===== src/rtl/sr_ctrl_pkg.sv =====
// Shared types and constants for the SR command path: FSM state, default
// timing constants, and the two-bit {S,R} command code used by the SR stages.
package sr_ctrl_pkg;

  typedef enum logic {
    IDLE = 1'b0,
    HOLD = 1'b1
  } sr_state_e;

  localparam int unsigned DEBOUNCE_DEF = 4;
  localparam int unsigned HOLDOFF_DEF  = 3;

  // Bit 1 is S, bit 0 is R; CMD_BOTH is the illegal combination and is only
  // ever used internally to flag a conflict, never driven onto s/r.
  typedef enum logic [1:0] {
    CMD_NONE = 2'b00,
    CMD_RST  = 2'b01,
    CMD_SET  = 2'b10,
    CMD_BOTH = 2'b11
  } sr_cmd_e;

endpackage


===== src/rtl/sr_debounce_ch.sv =====
// One request channel: 2-flop synchroniser, debounce counter and accepted
// level, plus a strobe on the cycle a 0->1 level change is accepted.
module sr_debounce_ch #(
  parameter int unsigned DEBOUNCE = 4,
  parameter int unsigned CW       = 8
) (
  input  logic clk,
  input  logic rst,
  input  logic raw_i,
  output logic lvl_o,
  output logic rise_o
);

  localparam logic [CW-1:0] CNT_LAST = CW'(DEBOUNCE - 1);

  logic [1:0]    sync_q;
  logic [CW-1:0] cnt_q, cnt_d;
  logic          lvl_q, lvl_d;
  logic          sy;
  logic          accept;

  assign sy = sync_q[1];

  // NOTE: every output of a combinational block gets a default first, so no
  // path leaves it unassigned and no latch is inferred.
  always_comb begin
    cnt_d  = '0;
    lvl_d  = lvl_q;
    accept = 1'b0;
    if (sy != lvl_q) begin
      if (cnt_q == CNT_LAST) begin
        lvl_d  = sy;
        accept = 1'b1;
      end else begin
        cnt_d = cnt_q + CW'(1);
      end
    end
  end

  // NOTE: state registers use non-blocking assignments so every flop samples
  // the pre-edge value of its neighbours, regardless of statement order.
  always_ff @(posedge clk or posedge rst) begin
    if (rst) begin
      sync_q <= '0;
      cnt_q  <= '0;
      lvl_q  <= 1'b0;
    end else begin
      sync_q <= {sync_q[0], raw_i};
      cnt_q  <= cnt_d;
      lvl_q  <= lvl_d;
    end
  end

  assign lvl_o  = lvl_q;
  assign rise_o = accept & sy;

endmodule


===== src/rtl/sr_cmd_debouncer.sv =====
// Command front end for the SR flop: debounces set/clear requests and issues
// single-cycle, mutually exclusive s/r pulses separated by a hold-off window.
module sr_cmd_debouncer
  import sr_ctrl_pkg::*;
#(
  parameter int unsigned DEBOUNCE = DEBOUNCE_DEF,
  parameter int unsigned HOLDOFF  = HOLDOFF_DEF,
  parameter int unsigned CW       = 8
) (
  input  logic clk,
  input  logic rst,
  input  logic set_in,
  input  logic clr_in,
  output logic s,
  output logic r,
  output logic conflict,
  output logic set_lvl,
  output logic clr_lvl,
  output logic busy
);

  localparam logic [CW-1:0] HOLD_LAST = CW'(HOLDOFF - 1);

  logic          ev_s, ev_r;
  logic          req_s, req_r;
  sr_state_e     state_q, state_d;
  logic [CW-1:0] hold_q, hold_d;
  logic          pend_s_q, pend_s_d;
  logic          pend_r_q, pend_r_d;
  sr_cmd_e       cmd_q, cmd_d;

  sr_debounce_ch #(.DEBOUNCE(DEBOUNCE), .CW(CW)) u_set_ch (
    .clk    (clk),
    .rst    (rst),
    .raw_i  (set_in),
    .lvl_o  (set_lvl),
    .rise_o (ev_s)
  );

  sr_debounce_ch #(.DEBOUNCE(DEBOUNCE), .CW(CW)) u_clr_ch (
    .clk    (clk),
    .rst    (rst),
    .raw_i  (clr_in),
    .lvl_o  (clr_lvl),
    .rise_o (ev_r)
  );

  assign req_s = ev_s | pend_s_q;
  assign req_r = ev_r | pend_r_q;

  always_comb begin
    state_d  = state_q;
    hold_d   = hold_q;
    pend_s_d = pend_s_q;
    pend_r_d = pend_r_q;
    cmd_d    = CMD_NONE;
    unique case (state_q)
      IDLE: begin
        if (req_s | req_r) begin
          // Both requests at once map onto CMD_BOTH, which decodes to conflict.
          cmd_d    = sr_cmd_e'({req_s, req_r});
          pend_s_d = 1'b0;
          pend_r_d = 1'b0;
          hold_d   = '0;
          state_d  = HOLD;
        end
      end
      HOLD: begin
        pend_s_d = pend_s_q | ev_s;
        pend_r_d = pend_r_q | ev_r;
        if (hold_q == HOLD_LAST) begin
          hold_d  = '0;
          state_d = IDLE;
        end else begin
          hold_d = hold_q + CW'(1);
        end
      end
      default: state_d = IDLE;
    endcase
  end

  // NOTE: every control register is cleared by the asynchronous reset; this
  // block holds no storage arrays, so nothing is left uninitialised.
  always_ff @(posedge clk or posedge rst) begin
    if (rst) begin
      state_q  <= IDLE;
      hold_q   <= '0;
      pend_s_q <= 1'b0;
      pend_r_q <= 1'b0;
      cmd_q    <= CMD_NONE;
    end else begin
      state_q  <= state_d;
      hold_q   <= hold_d;
      pend_s_q <= pend_s_d;
      pend_r_q <= pend_r_d;
      cmd_q    <= cmd_d;
    end
  end

  assign s        = (cmd_q == CMD_SET);
  assign r        = (cmd_q == CMD_RST);
  assign conflict = (cmd_q == CMD_BOTH);
  assign busy     = (state_q == HOLD);

endmodule


===== config.mk =====
export PLATFORM = sky130hd
export DESIGN_NAME = sr_cmd_debouncer
export DESIGN_NICKNAME = d
export VERILOG_FILES = /design/src/rtl/sr_ctrl_pkg.sv /design/src/rtl/sr_debounce_ch.sv /design/src/rtl/sr_cmd_debouncer.sv
export SDC_FILE = /design/constraint.sdc
export NUM_CORES = 1
export LEC_CHECK = 0
export CAP_MARGIN = 20
export CORE_AREA = 2 2 63 65
export DETAILED_ROUTE_END_ITERATION = 12
export DIE_AREA = 0 0 65 67
export PLACE_DENSITY = 0.65
export SYNTH_ARGS = -nofsm -noshare
export SYNTH_HDL_FRONTEND = slang
export SYNTH_SLANG_ARGS = --single-unit
export TNS_END_PERCENT = 30

===== constraint.sdc =====
create_clock -name clk -period 1.7 [get_ports clk]
set_input_delay 0.17 -clock clk [delete_from_list [all_inputs] [get_ports clk]]
set_output_delay 0.17 -clock clk [all_outputs]
set_load 0.02 [all_outputs]

==> results.toml, run 1 <==
[outcome]
outcome = "finished, violations left"
violations = "negative setup slack"

[critical_path]
start_kind = "register"
cp_data_arrival_time_ns = 1.92
crit_type = "reg -> reg"
critPathMaxFanout = 3
worstPathRequired_ns = 1.86
end_kind = "register"
reg2reg_from = "hold_q[0]"
setup.worst_path.start = "hold_q[0]"

[timing]
slew_headroom_pct = 71.43
min_period_over_period_pct = 103.6
max_slew.worst_pin.slew_ns = 0.4285
rsz0062_at_grt = "true"
fin_crit_ns = 1.761
final.setup.worst_slack_ns = -0.06110
max_freq_mhz = 567.8
final-setup-viol-count = 2
skew_ns = 0.001963
drv_slew = 0
finalSetupTns_ns = -0.09019
hold_viol = 0

[pwr]
p_switching_mw = 0.9024
power_mw = 2.670
p_comb_share_pct = 35.5
p_clk_share_pct = 22.1
power_frac_seq_pct = 42.4
p_leak_nw = 0.9817
internal-power_mw = 1.768
power.density_mw_per_mm2 = 1330
vdd_drop_max_v = 0.0007532
swShare_pct = 33.79

[logic_synthesis]
netlist.area_leader.share_pct = 53.35
ys.warnings.count = 0
yosys.cell_types.count = 37
syn_area_mm2 = 0.001642
synth-seq-area-share_pct = 53.35
synth_area_leader_cell = "dfrtp_1"
synth.area.top_cells = "dfrtp_1 (53%), xor2_1 (6.4%), nand3_1 (4.6%)"
synth_fp_nets = 156
ys_ff_latch = 35
syn_avg_cell_area_um2 = 11.09
syn_inst = 148

[placed_design]
post-place-ws_ns = -0.08592
io_buffers = 9
place.gp.congestion = 0.7567
dp_cells = 219
dp_hpwl_um = 2146

[clock_tree]
clockRootBuffer = "clkbuf_8"
clk_latency_ns = 0.27
clk_pin_slew_ns = 0.07
cts_tree = "built"
cts_buffer_depth = 2
h-tree-depth = 2
postCtsSetupRepairBufs = 0
clock_sinks = 35
cts_buffers = 5

[detailed_routing]
vias = 1175
drc = 0
post_drt_wl_per_cell_um = 13.02
via_per_inst = 5.199
ant_nets = 0
drt_iter0_drc = 38
first_pass_iters = 4
drt-total-wl_um = 2942

[floorplanning]
core_mm2 = 0.003606
dieArea_mm2 = 0.004355
start_util_pct = 45.52
io_pins = 10
die_width_um = 65
rows = 22
die_h_um = 67

[global_route]
grt_max_degree = 36
antenna_found_initial = 0
overflow = 0
grt_use_total_pct = 16.03
grt_pass1_wl_um = 5278
first_global_vias = 1175

[layout]
antennaDiodeCount = 0
fin_cells = 226
nets = 186
post-route-util_pct = 55.69
area_growth_pct = 22.33
drive_above_1_share_pct = 20.79

[worst_hold_path]
hold_path.class = "in -> async"

[job]
drv_cap = 0
metal layers:
layer	vias up	share of wire [%]	global-route usage, %
li1	576	-	-
met1	579	46	18.84
met2	18	50	28.09
met3	2	3.3	4.392
met4	0	0.61	5.585
met5	-	0	0
power groups by stage:
stage                     clock network (mW)  registers (mW)  logic [mW]
after floorplan                            0            1.18       0.582
after global placement                     0            1.14       0.914
after detailed placement                   0            1.15       0.945
after CTS                              0.610            1.13       0.957
after global routing                   0.647            1.16        1.08
final                                  0.590            1.13       0.947
stage by stage:
stage | hold slack, ns | cell area (um^2)
floorplan | 0.2014 | 1658
global placement | 0.3359 | 1901
detailed placement | 0.3378 | 1901
CTS | 0.3086 | 1994
global route | 0.3407 | 2008
finish | 0.2918 | 2008
cells in the mapped netlist:
cell type	n
dfrtp_1	35
nor2_1	19
nand3_1	15
xor2_1	12
and3_1	10
nand2_1	6
nor2b_1	6
ha_1	4
inv_1	4
a211o_1	2
a21o_1	2
and3_2	2
mux2_2	2
nand4_1	2
nor3_1	2
nor4_1	2
o21ai_0	2
xnor2_1	2
a21bo_2	1
a21o_2	1
a21oi_1	1
a22o_1	1
a41oi_1	1
and2_1	1
buf_12	1
buf_4	1
buf_6	1
clkbuf_1	1
nor3b_1	1
nor4b_2	1
o211ai_1	1
o22ai_1	1
o2bb2ai_1	1
o311ai_0	1
o31a_1	1
o41ai_4	1
or4b_4	1
timing repair:
item | in CTS | in global routing
resized for setup | 3 | 2
endpoints found under the hold margin | 0 | 0
setup endpoints to repair | 6 | 5
hold buffers | 0 | 0
area by class of cell:
class                      count  area, um^2
clock inverter                 1       5.005
multi-input combinational    105       744.5
fill                         301        1598
inverter                       4       15.01
sequential                    35       875.8
tap                           48       60.06
timing repair buffer          27       225.2
clock buffer                   6       82.58
kinds of logic (layout without fill, tap and decap cells):
group                    after synthesis  count (layout)  synth area share (%)
AO/OA/AOI/OAI                         17              17                 9.223
XOR/XNOR                              14              14                 7.470
adder cells (fa/ha/maj)                4               4                 3.049
buffers and inverters                  8              38                 3.506
flip-flops                            35              35                 53.35
multiplexers                           2               2                 1.372
AND/OR/NAND/NOR                       68              68                 22.03
final timing paths:
path | endpoint | slack, ns | cells past startpoint
max in group asynchronous | hold_q[5] | 1.11 | 3
worst max-delay path | hold_q[7] | -0.06 | 6
min in group clk | u_clr_ch.sync_q[0] | 0.34 | 1
worst max register to register | hold_q[7] | -0.06 | 6
worst min register to register | u_clr_ch.sync_q[1] | 0.35 | 0
worst min-delay path | u_clr_ch.cnt_q[3] | 0.29 | 3
sequential cells by signal, indices dropped and copies added, names as in the netlist:
register / flops
pend_r_q: 1
u_clr_ch.cnt_q: 8
u_set_ch.cnt_q: 8
cmd_q: 2
u_set_ch.lvl_o: 1
pend_s_q: 1
busy: 1
hold_q: 8
u_clr_ch.sync_q: 2
u_set_ch.sync_q: 2
u_clr_ch.lvl_o: 1
worst max-delay path, cell delays in order (launching register included):
cell and delay (ns):
dfrtp_1 0.38, inv_1 0.06, ha_1 0.13, or4b_4 0.49, o41ai_4 0.23, nor3_1 0.08
a211o_1 0.27
placed cells by master, fill, tap and decap left out, drive strengths merged, types with 2 or more instances in the layout:
cell           synthesis  layout
xor2                  12      12
nand2                  6       6
ha                     4       4
nand4                  2       2
buf                    3      18
nor2                  19      19
dfrtp                 35      35
nor2b                  6       6
o21ai                  2       2
a21o                   3       3
and3                  12      12
mux2                   2       2
clkbuf                 1       6
nor4                   2       2
clkdlybuf4s50          0       9
inv                    4       4
xnor2                  2       2
nor3                   2       2
nand3                 15      15
a211o                  2       2
Power figures use the tool's default switching activity.
==> run 2, diff against run 1 <==
--- a/config.mk
+++ b/config.mk
@@ -5,11 +5,13 @@
 export SDC_FILE = /design/constraint.sdc
 export NUM_CORES = 1
 export LEC_CHECK = 0
+export ABC_AREA = 1
 export CAP_MARGIN = 20
-export CORE_AREA = 2 2 63 65
+export CORE_AREA = 2 2 65 67
+export CTS_CLUSTER_SIZE = 10
 export DETAILED_ROUTE_END_ITERATION = 12
-export DIE_AREA = 0 0 65 67
-export PLACE_DENSITY = 0.65
+export DIE_AREA = 0 0 67 69
+export PLACE_DENSITY = 0.64
 export SYNTH_ARGS = -nofsm -noshare
 export SYNTH_HDL_FRONTEND = slang
 export SYNTH_SLANG_ARGS = --single-unit
==> results.toml, run 2 <==
[logic_synthesis]
syn_area_mm2 = 0.001715
synth-seq-area-share_pct = 51.06
ys_ff_latch = 35
yosys.cell_types.count = 25
synth_area_leader_cell = "dfrtp_1"
syn_inst = 210
yosys-top-cells-count = "nand2_1 (44), nor2_1 (37), dfrtp_1 (35), inv_1 (31), nand3_1 (17)"
netlist.area_leader.share_pct = 51.06
synth_edf_count = 0
synth.most_common_cell = "nand2_1"
synth.area.top_cells = "dfrtp_1 (51%), nand2_1 (9.6%), nor2_1 (8.1%)"
synth_async_sr_flop_share_pct = 100.0
ys.warnings.count = 0
synthFlopType = "dfrtp_1"
synth_fp_nets = 218
syn_avg_cell_area_um2 = 8.169

[outcome]
outcome = "completed"

[detailed_routing]
post_drt_wl_per_cell_um = 10.28
first_pass_iters = 4
drt_iter0_drc = 70
ant_nets = 0
drc = 0
vias = 1306
via_per_inst = 4.698
drt-total-wl_um = 2857

[placed_design]
dpl_cell_area_mm2 = 0.001887
io_buffers = 9
dp_hpwl_um = 2077
place.gp.congestion = 0.8008

[worst_hold_path]
hold_path.class = "in -> async"

[floorplanning]
dieArea_mm2 = 0.004623
start_util_pct = 43.83
io_pins = 10
rows = 23
core_mm2 = 0.003914
die_width_um = 67
die_h_um = 69

[critical_path]
cp_data_arrival_time_ns = 1.37
crit_type = "reg -> out"
r2r_slack_ns = 0.34
worstPathRequired_ns = 1.53
reg2reg_from = "u_set_ch.cnt_q[0]"
start_kind = "register"
end_kind = "output port"
critPathMaxFanout = 3
r2r-end = "hold_q[6]"
reg2reg_depth = 7

[global_route]
grt_use_total_pct = 14.58
overflow = 0
grt_max_degree = 36
antenna_found_initial = 0
first_global_vias = 1193
grt_pass1_wl_um = 5112

[clock_tree]
clockRootBuffer = "clkbuf_8"
postCtsSetupRepairBufs = 0
cts_tree = "built"
clock_sinks = 35
cts_buffers = 5
h-tree-depth = 2
clk_latency_ns = 0.28
clk_pin_slew_ns = 0.06
ctsHoldBuffers = 0
cts_resized = 0
cts_buffer_depth = 2

[layout]
multi_input_area_um2 = 708.2
fill_cells = 406
reg_top3 = "hold_q x8, u_clr_ch.cnt_q x8, u_set_ch.cnt_q x8"
regArea_um2 = 875.8
final_area_mm2 = 0.001989
area_growth_pct = 15.97
antennaDiodeCount = 0
nets = 236
layout_commonest_cell = "nand2_1"
drive_above_1_share_pct = 8.772
final_cell_mix = "nand2_1 (44), nor2_1 (37), dfrtp_1 (35)"

[timing]
finalSetupTns_ns = 0
min_period_over_period_pct = 90.81
max_slew.worst_pin.slew_ns = 0.4257
drv_slew = 0
slew_headroom_pct = 71.62
fin_crit_ns = 1.544
max_freq_mhz = 647.8
skew_ns = 0.003966
rsz0062_at_grt = "false"
final-setup-viol-count = 0
hold_viol = 0

[pwr]
power.density_mw_per_mm2 = 1210
vdd_drop_max_v = 0.0006963
p_leak_nw = 0.9711

[job]
drv_cap = 0
run 2: critical path: stages (launching register included):
cell and delay [ns]:
dfrtp_1 0.39, nor2_1 0.11, clkdlybuf4s50_1 0.60
run 2: worst max-delay path by stage:
stage	from	to	slack, ns	depth (start not counted)
floorplan	u_set_ch.cnt_q[0]	hold_q[4]	0.44	7
CTS	cmd_q[0]	s	0.13	2
detailed placement	u_set_ch.cnt_q[0]	hold_q[6]	0.33	7
global placement	u_set_ch.cnt_q[0]	hold_q[0]	0.37	7
global route	cmd_q[0]	r	0.07	3
finish	cmd_q[0]	s	0.16	2
run 2: kinds of logic (layout without fill, tap and decap cells):
kind of cell	count (synthesis)	count (layout)	share of synthesized area [%]
buffers and inverters	35	53	7.658
xor gates and xnor gates	3	3	1.532
DFF	35	35	51.06
adders and majority gates	4	4	2.918
and+or+nand+nor	118	118	32.17
AOI/OAI and AO/OA	15	15	4.668
run 2: routing by layer:
layer,vias up,share of wire [%],GRT usage [%]
met1,586,48,18.86
met4,0,0.91,6.349
met3,2,4.5,4.568
li1,695,-,-
met5,-,0,0
met2,23,47,22.22
run 2: power breakdown:
| group | internal, mW | leakage, nW | total, mW | switching, mW |
|---|---|---|---|---|
| sequential | 0.956 | 0.467 | 1.07 | 0.119 |
| clock | 0.429 | 0.0513 | 0.696 | 0.267 |
| combinational | 0.261 | 0.453 | 0.636 | 0.376 |
| total | 1.65 | 0.971 | 2.41 | 0.761 |
run 2: final cells by class:
type,count,area share [%]
clock buffer,6,3.648
clock inverter,1,1.509
inverter,34,6.415
multi-input combinational,140,35.60
sequential,35,44.03
tap,50,3.145
timing repair buffer,12,5.660
run 2: stage by stage:
stage	power (mW)	std cells	utilization (%)	hold slack, ns	setup slack (ns)
5_1_grt	2.593	278	50.83	0.3167	0.06967
4_1_cts	2.448	278	50.83	0.2984	0.1308
3_3_place_gp	1.726	271	48.21	0.3347	0.3704
6_report	2.407	278	50.83	0.2832	0.1562
2_1_floorplan	1.512	210	-	0.2014	0.4430
3_5_place_dp	1.731	271	48.21	0.3420	0.3299
==> run 3, diff against run 2 <==
--- a/config.mk
+++ b/config.mk
@@ -8,7 +8,7 @@
 export ABC_AREA = 1
 export CAP_MARGIN = 20
 export CORE_AREA = 2 2 65 67
-export CTS_CLUSTER_SIZE = 10
+export CTS_CLUSTER_SIZE = 40
 export DETAILED_ROUTE_END_ITERATION = 12
 export DIE_AREA = 0 0 67 69
 export PLACE_DENSITY = 0.64
==> results of run 3 <==
The final DEF is identical to that of run 2; final timing and power are the same.
==> RTL change 1: new RTL, settings of run 2 <==
`CW` is set to 8 in 2 places; all go to 4.
--- a/src/rtl/sr_debounce_ch.sv
+++ b/src/rtl/sr_debounce_ch.sv
@@ -3,5 +3,5 @@
 module sr_debounce_ch #(
   parameter int unsigned DEBOUNCE = 4,
-  parameter int unsigned CW       = 8
+  parameter int unsigned CW       = 4
 ) (
   input  logic clk,
--- a/src/rtl/sr_cmd_debouncer.sv
+++ b/src/rtl/sr_cmd_debouncer.sv
@@ -6,5 +6,5 @@
   parameter int unsigned DEBOUNCE = DEBOUNCE_DEF,
   parameter int unsigned HOLDOFF  = HOLDOFF_DEF,
-  parameter int unsigned CW       = 8
+  parameter int unsigned CW       = 4
 ) (
   input  logic clk,
Check against the original RTL: no difference found for any inputs over 10 cycles, from zero or initial values and one cycle with rst high; that may be too few to reach the edited logic, so the function may still have changed.
==> RTL change 1 against run 2 <==
Worst setup slack improved by 0.0038 ns; final cell count decreased by 41%; sequential cell count decreased by 12; routed wire length decreased by 46%; sequential power decreased by 25%; via count decreased by 49%; final area decreased by 40%; power decreased by 30%; clock power decreased by 52%; maximum frequency increased by 0.25%; synthesized area decreased by 42%; clock skew increased by 0.0021 ns; die area unchanged; largest cell class unchanged.
==> RTL change 1: results (changes against run 2) <==
[yosys]
syn-num-nets = 108  ; -50%
postSynthAreaPerCell_um2 = 9.92  ; +21%
synthTopCellsByCount = 23 x dfrtp_1, 23 x nand2_1, 10 x inv_1, 10 x nor2_1
ys.flop_type = dfrtp_1
ys_types = 16  ; -36%
synthTopCellsByArea = dfrtp_1 58%, nand2_1 8.7%, ha_1 5.0%
seq_area_frac_synth = 0.580  ; +0.0695

[placed_design]
numPortBuffers = 9  ; unchanged
placed_area_um2 = 1150  ; -39%
pre_cts_ws_ns = 0.440  ; +0.110 ns
routabilityCongestion = 0.657  ; -18%
post-dp-hpwl_um = 1150  ; -44%

[worst_setup_path]
crit_path_max_incr_delay_ns = 0.60  ; about the same
crit_path_top_delay_cell = clkdlybuf4s50_1
crit_fanout = 3  ; unchanged

[clock_tree]
clkTransAtPathRegs_ns = 0.08  ; +0.02 ns
numCtsBuffers = 3  ; -2
htree_levels = 1  ; -1
cts-root-buf = clkbuf_8
clk_latency_ns = 0.26  ; -0.02 ns

[power]
p_sw_uw = 603  ; -21%
power_leakage_nw = 0.609  ; -37%
peakVddDrop_mv = 0.453  ; -35%

[cells_and_area]
n_fill_cell = 418  ; +3.0%
multi_input_area_um2 = 368  ; -48%
reg_top3 = hold_q: 4 flops, u_clr_ch.cnt_q: 4 flops, u_set_ch.cnt_q: 4 flops
drive_above_1_share = 0.158  ; +0.0702
nets = 123  ; -48%

[sta]
fin_skew_ns = 0.00609  ; +0.00213 ns
hold_viol = 0  ; unchanged
slew_headroom = 0.807  ; +0.0904

[detailed_routing]
wl_um = 1540  ; -46%
firstDrtPassIters = 3  ; -1
viasPerCell = 4.04  ; -14%
dr_total_vias = 663  ; -49%
initialDrtViolationCount = 13  ; -81%

[grt]
antenna_found_initial = 0  ; unchanged
grt_pass1_vias = 635  ; -47%
grt_start_max_net_pins = 24  ; -33%
grt_pass1_wl_um = 2730  ; -47%
grtUsageTotal = 0.0759  ; -0.0700

[run_status]
status = completed

==> RTL change 1: cell types whose count changed in the layout (fill, tap and decap cells not counted), moves of 4 or more <==
cell,change
nor2_2,+4
dfrtp_1,-12
xor2_1,+4
nand4_1,-4
nor3_1,-4
nand2_1,-21
inv_1,-21
o21ai_0,-6
nor2_1,-27
nand3_1,-14
==> RTL change 1: worst paths after layout <==
check                                             start                      endpoint  slack, ns  depth (start not counted)
setup / recovery                     cmd_q[1]$_DFF_PP0_                             r       0.16                          2
hold / removal                                      rst   u_clr_ch.cnt_q[3]$_DFF_PP0_       0.24                          3
setup reg to reg            u_clr_ch.cnt_q[0]$_DFF_PP0_         hold_q[0]$_DFFE_PP0P_       0.47                          6
hold reg to reg            u_clr_ch.sync_q[0]$_DFF_PP0_  u_clr_ch.sync_q[1]$_DFF_PP0_       0.36                          0
max in group asynchronous                           rst                busy$_DFF_PP0_       1.23                          3
min in group clk                                 set_in  u_set_ch.sync_q[0]$_DFF_PP0_       0.34                          1
==> RTL change 1: final cells by class <==
type / count / area share
clock buffer: 3 / 0.0344
clock inverter: 1 / 0.00418
inverter: 13 / 0.0407
multi-input combinational: 64 / 0.307
sequential: 23 / 0.480
tap: 50 / 0.0522
timing repair buffer: 10 / 0.0814
==> RTL change 1: power by group through the flow <==
stage                     logic [mW]  clock network (mW)  registers, mW
after detailed placement       0.555                   0          0.816
final                          0.550               0.334          0.802
after floorplan                0.363                   0          0.828
after global routing           0.621               0.375          0.826
after global placement         0.528                   0          0.803
after CTS                      0.561               0.356          0.805
==> RTL change 1: per-layer routing <==
layer	part of all wire	GRT usage	wire length (um)	vias to the layer above
li1	-	-	-	334
met1	0.46	0.0925	706	316
met2	0.48	0.123	739	9
met3	0.038	0.0147	58	4
met4	0.025	0.0408	39	0
met5	0	0	0	-
==> RTL change 1: logic make-up (layout without fill, tap and decap cells) <==
family	Yosys count	after routing	synth area share
fa+ha+maj	4	4	0.0504
flops	23	23	0.580
simple gates	47	47	0.221
buf+inv	13	27	0.0492
xor+xnor	8	8	0.0706
compound gates	5	5	0.0290
==> RTL change 1: metrics by stage <==
step                total power, mW  hold slack, ns
global placement               1.33           0.338
floorplan                      1.19           0.172
CTS                            1.72           0.253
global route                   1.82           0.265
detailed placement             1.37           0.338
finish                         1.69           0.244
==> RTL change 1: critical path, delay by kind of cell, from the launching register on <==
| kind | cells | cell delay (ns) |
|---|---|---|
| buffers and inverters | 1 | 0.60 |
| and+or+nand+nor | 1 | 0.11 |
| DFF | 1 | 0.40 |
==> RTL change 2: new RTL, flow settings as in run 2 <==
Without the edit above. Add an input register stage for `set_in` and `clr_in`, with the module's reset; this delays them by one clock.
--- a/src/rtl/sr_cmd_debouncer.sv
+++ b/src/rtl/sr_cmd_debouncer.sv
@@ -22,4 +22,17 @@
   localparam logic [CW-1:0] HOLD_LAST = CW'(HOLDOFF - 1);
 
+  logic set_q;
+  logic clr_q;
+
+  always_ff @(posedge clk or posedge rst) begin
+    if (rst) begin
+      set_q <= '0;
+      clr_q <= '0;
+    end else begin
+      set_q <= set_in;
+      clr_q <= clr_in;
+    end
+  end
+
   logic          ev_s, ev_r;
   logic          req_s, req_r;
@@ -33,5 +46,5 @@
     .clk    (clk),
     .rst    (rst),
-    .raw_i  (set_in),
+    .raw_i  (set_q),
     .lvl_o  (set_lvl),
     .rise_o (ev_s)
@@ -41,5 +54,5 @@
     .clk    (clk),
     .rst    (rst),
-    .raw_i  (clr_in),
+    .raw_i  (clr_q),
     .lvl_o  (clr_lvl),
     .rise_o (ev_r)
Behaviour: not the same (Yosys sat finds a counterexample within 10 cycles, from zero or initial values and one cycle with rst high).
==> RTL change 2 against run 2 <==
Synthesized area rose by 2.9%; power increased by 2.0%; worst setup slack lost 0.040 ns; routed wire length up 4.3%; final area is 1.5% higher; synthesized cell count rose by 0.95%; sequential cell count increased by 2; clock power shrank 18%; largest power group unchanged; highest routed layer unchanged.
==> RTL change 2: results (changes against run 2) <==
[run_status]
status = completed

[yosys]
syn-num-nets = 220  ; +0.92%
seq_area_frac_synth = 0.524  ; +0.0139
async_reset_ff_frac = 1.00  ; unchanged
ys_types = 25  ; unchanged
synthTopCellsByCount = 44 x nand2_1, 37 x dfrtp_1, 37 x nor2_1
synthTopCellsByArea = dfrtp_1 52%, nand2_1 9.4%, nor2_1 7.9%

[power]
peakVddDrop_mv = 0.627  ; -9.9%
p_int_mw = 1.60  ; -3.0%
power_leakage_nw = 0.988  ; +1.7%

[clock_tree]
cts-root-buf = clkbuf_8
post_cts_buffers = 0  ; unchanged
clkTransAtPathRegs_ns = 0.07
cts_resized = 0  ; unchanged
cts.path.max_buffers = 2  ; unchanged
htree_levels = 2  ; unchanged
numCtsBuffers = 5  ; unchanged

[grt]
grtUsageTotal = 0.153  ; +0.00680
grt_pass1_wl_um = 5310  ; +3.9%
grt_pass1_vias = 1237  ; +3.7%
antenna_found_initial = 0  ; unchanged
grt_start_max_net_pins = 38  ; +5.6%

[placed_design]
post-dp-hpwl_um = 2150  ; +3.6%
numPortBuffers = 9  ; unchanged
routabilityCongestion = 0.842  ; +5.2%

[detailed_routing]
wl_um = 2980  ; +4.3%
dr_total_vias = 1305  ; -0.077%
firstDrtPassIters = 4  ; unchanged
initialDrtViolationCount = 51  ; -27%

[worst_setup_path]
crit_fanout = 7  ; +4
crit_path_top_delay_cell = clkdlybuf4s50_1
reg2reg_depth = 8  ; +1
arrival_ns = 1.41  ; +0.04 ns
critPathTopFamily = buffers and inverters
crit_path_max_incr_delay_ns = 0.65  ; +0.05 ns

[sta]
fin_skew_ns = 0.00266  ; -0.00131 ns
slew_headroom = 0.687  ; -0.0292

[hold_path]
worstHoldPathType = input pin to async pin

[cells_and_area]
reg_top3 = hold_q: 8 flops, u_clr_ch.cnt_q: 8 flops, u_set_ch.cnt_q: 8 flops
drive_above_1_share = 0.0909  ; +0.00319
antenna_cells = 0  ; unchanged
nets = 238  ; +0.85%
n_fill_cell = 395  ; -2.7%

-- RTL change 2: cell type report --
type	instances	area [um2]	area share
Inverter	34	128	0.0632
Sequential cell	37	926	0.458
Clock buffer	6	72.6	0.0359
Clock inverter	2	10.0	0.00496
Multi-Input combinational cell	140	708	0.351
Tap cell	50	62.6	0.0310
Timing Repair Buffer	12	113	0.0558
-- RTL change 2: worst paths after layout --
path	start	end	slack, ns
setup / recovery	busy$_DFF_PP0_	busy	0.12
hold reg to reg	set_q$_DFF_PP0_	u_set_ch.sync_q[0]$_DFF_PP0_	0.35
setup reg to reg	u_clr_ch.cnt_q[0]$_DFF_PP0_	hold_q[6]$_DFFE_PP0P_	0.35
min in group clk	clr_in	clr_q$_DFF_PP0_	0.32
hold / removal	rst	u_set_ch.cnt_q[2]$_DFF_PP0_	0.29
max in group asynchronous	rst	hold_q[6]$_DFFE_PP0P_	1.07
-- RTL change 2: through the flow --
stage | area [um2] | power, mW | utilization | setup WS, ns | instances
6_report | 2020 | 2.46 | 0.516 | 0.116 | 281
5_1_grt | 2020 | 2.66 | 0.516 | 0.0373 | 281
4_1_cts | 2020 | 2.51 | 0.516 | 0.0914 | 281
3_5_place_dp | 1940 | 1.92 | 0.495 | 0.350 | 273
3_3_place_gp | 1940 | 1.91 | 0.495 | 0.364 | 273
2_1_floorplan | 1770 | 1.66 | - | 0.443 | 212
-- RTL change 2: cell families after synthesis --
family,share of synthesized area
adders and majority gates,0.0283
buffers and inverters,0.0744
and+or+nand+nor,0.313
AOI/OAI and AO/OA,0.0454
xor gates and xnor gates,0.0149
DFF,0.524
-- RTL change 2: metal layers --
layer	track usage	vias to the layer above	wire, um
met1	0.204	588	1450
met3	0.0522	4	99
met2	0.220	17	1370
met4	0.0726	0	60
li1	-	696	-
met5	0	-	0
-- RTL change 2: power groups by stage --
stage	registers [mW]	clock network [mW]	logic, mW
after global placement	1.19	0	0.716
final	1.17	0.574	0.711
after floorplan	1.19	0	0.475
after detailed placement	1.19	0	0.729
after CTS	1.17	0.603	0.730
after global routing	1.19	0.646	0.825
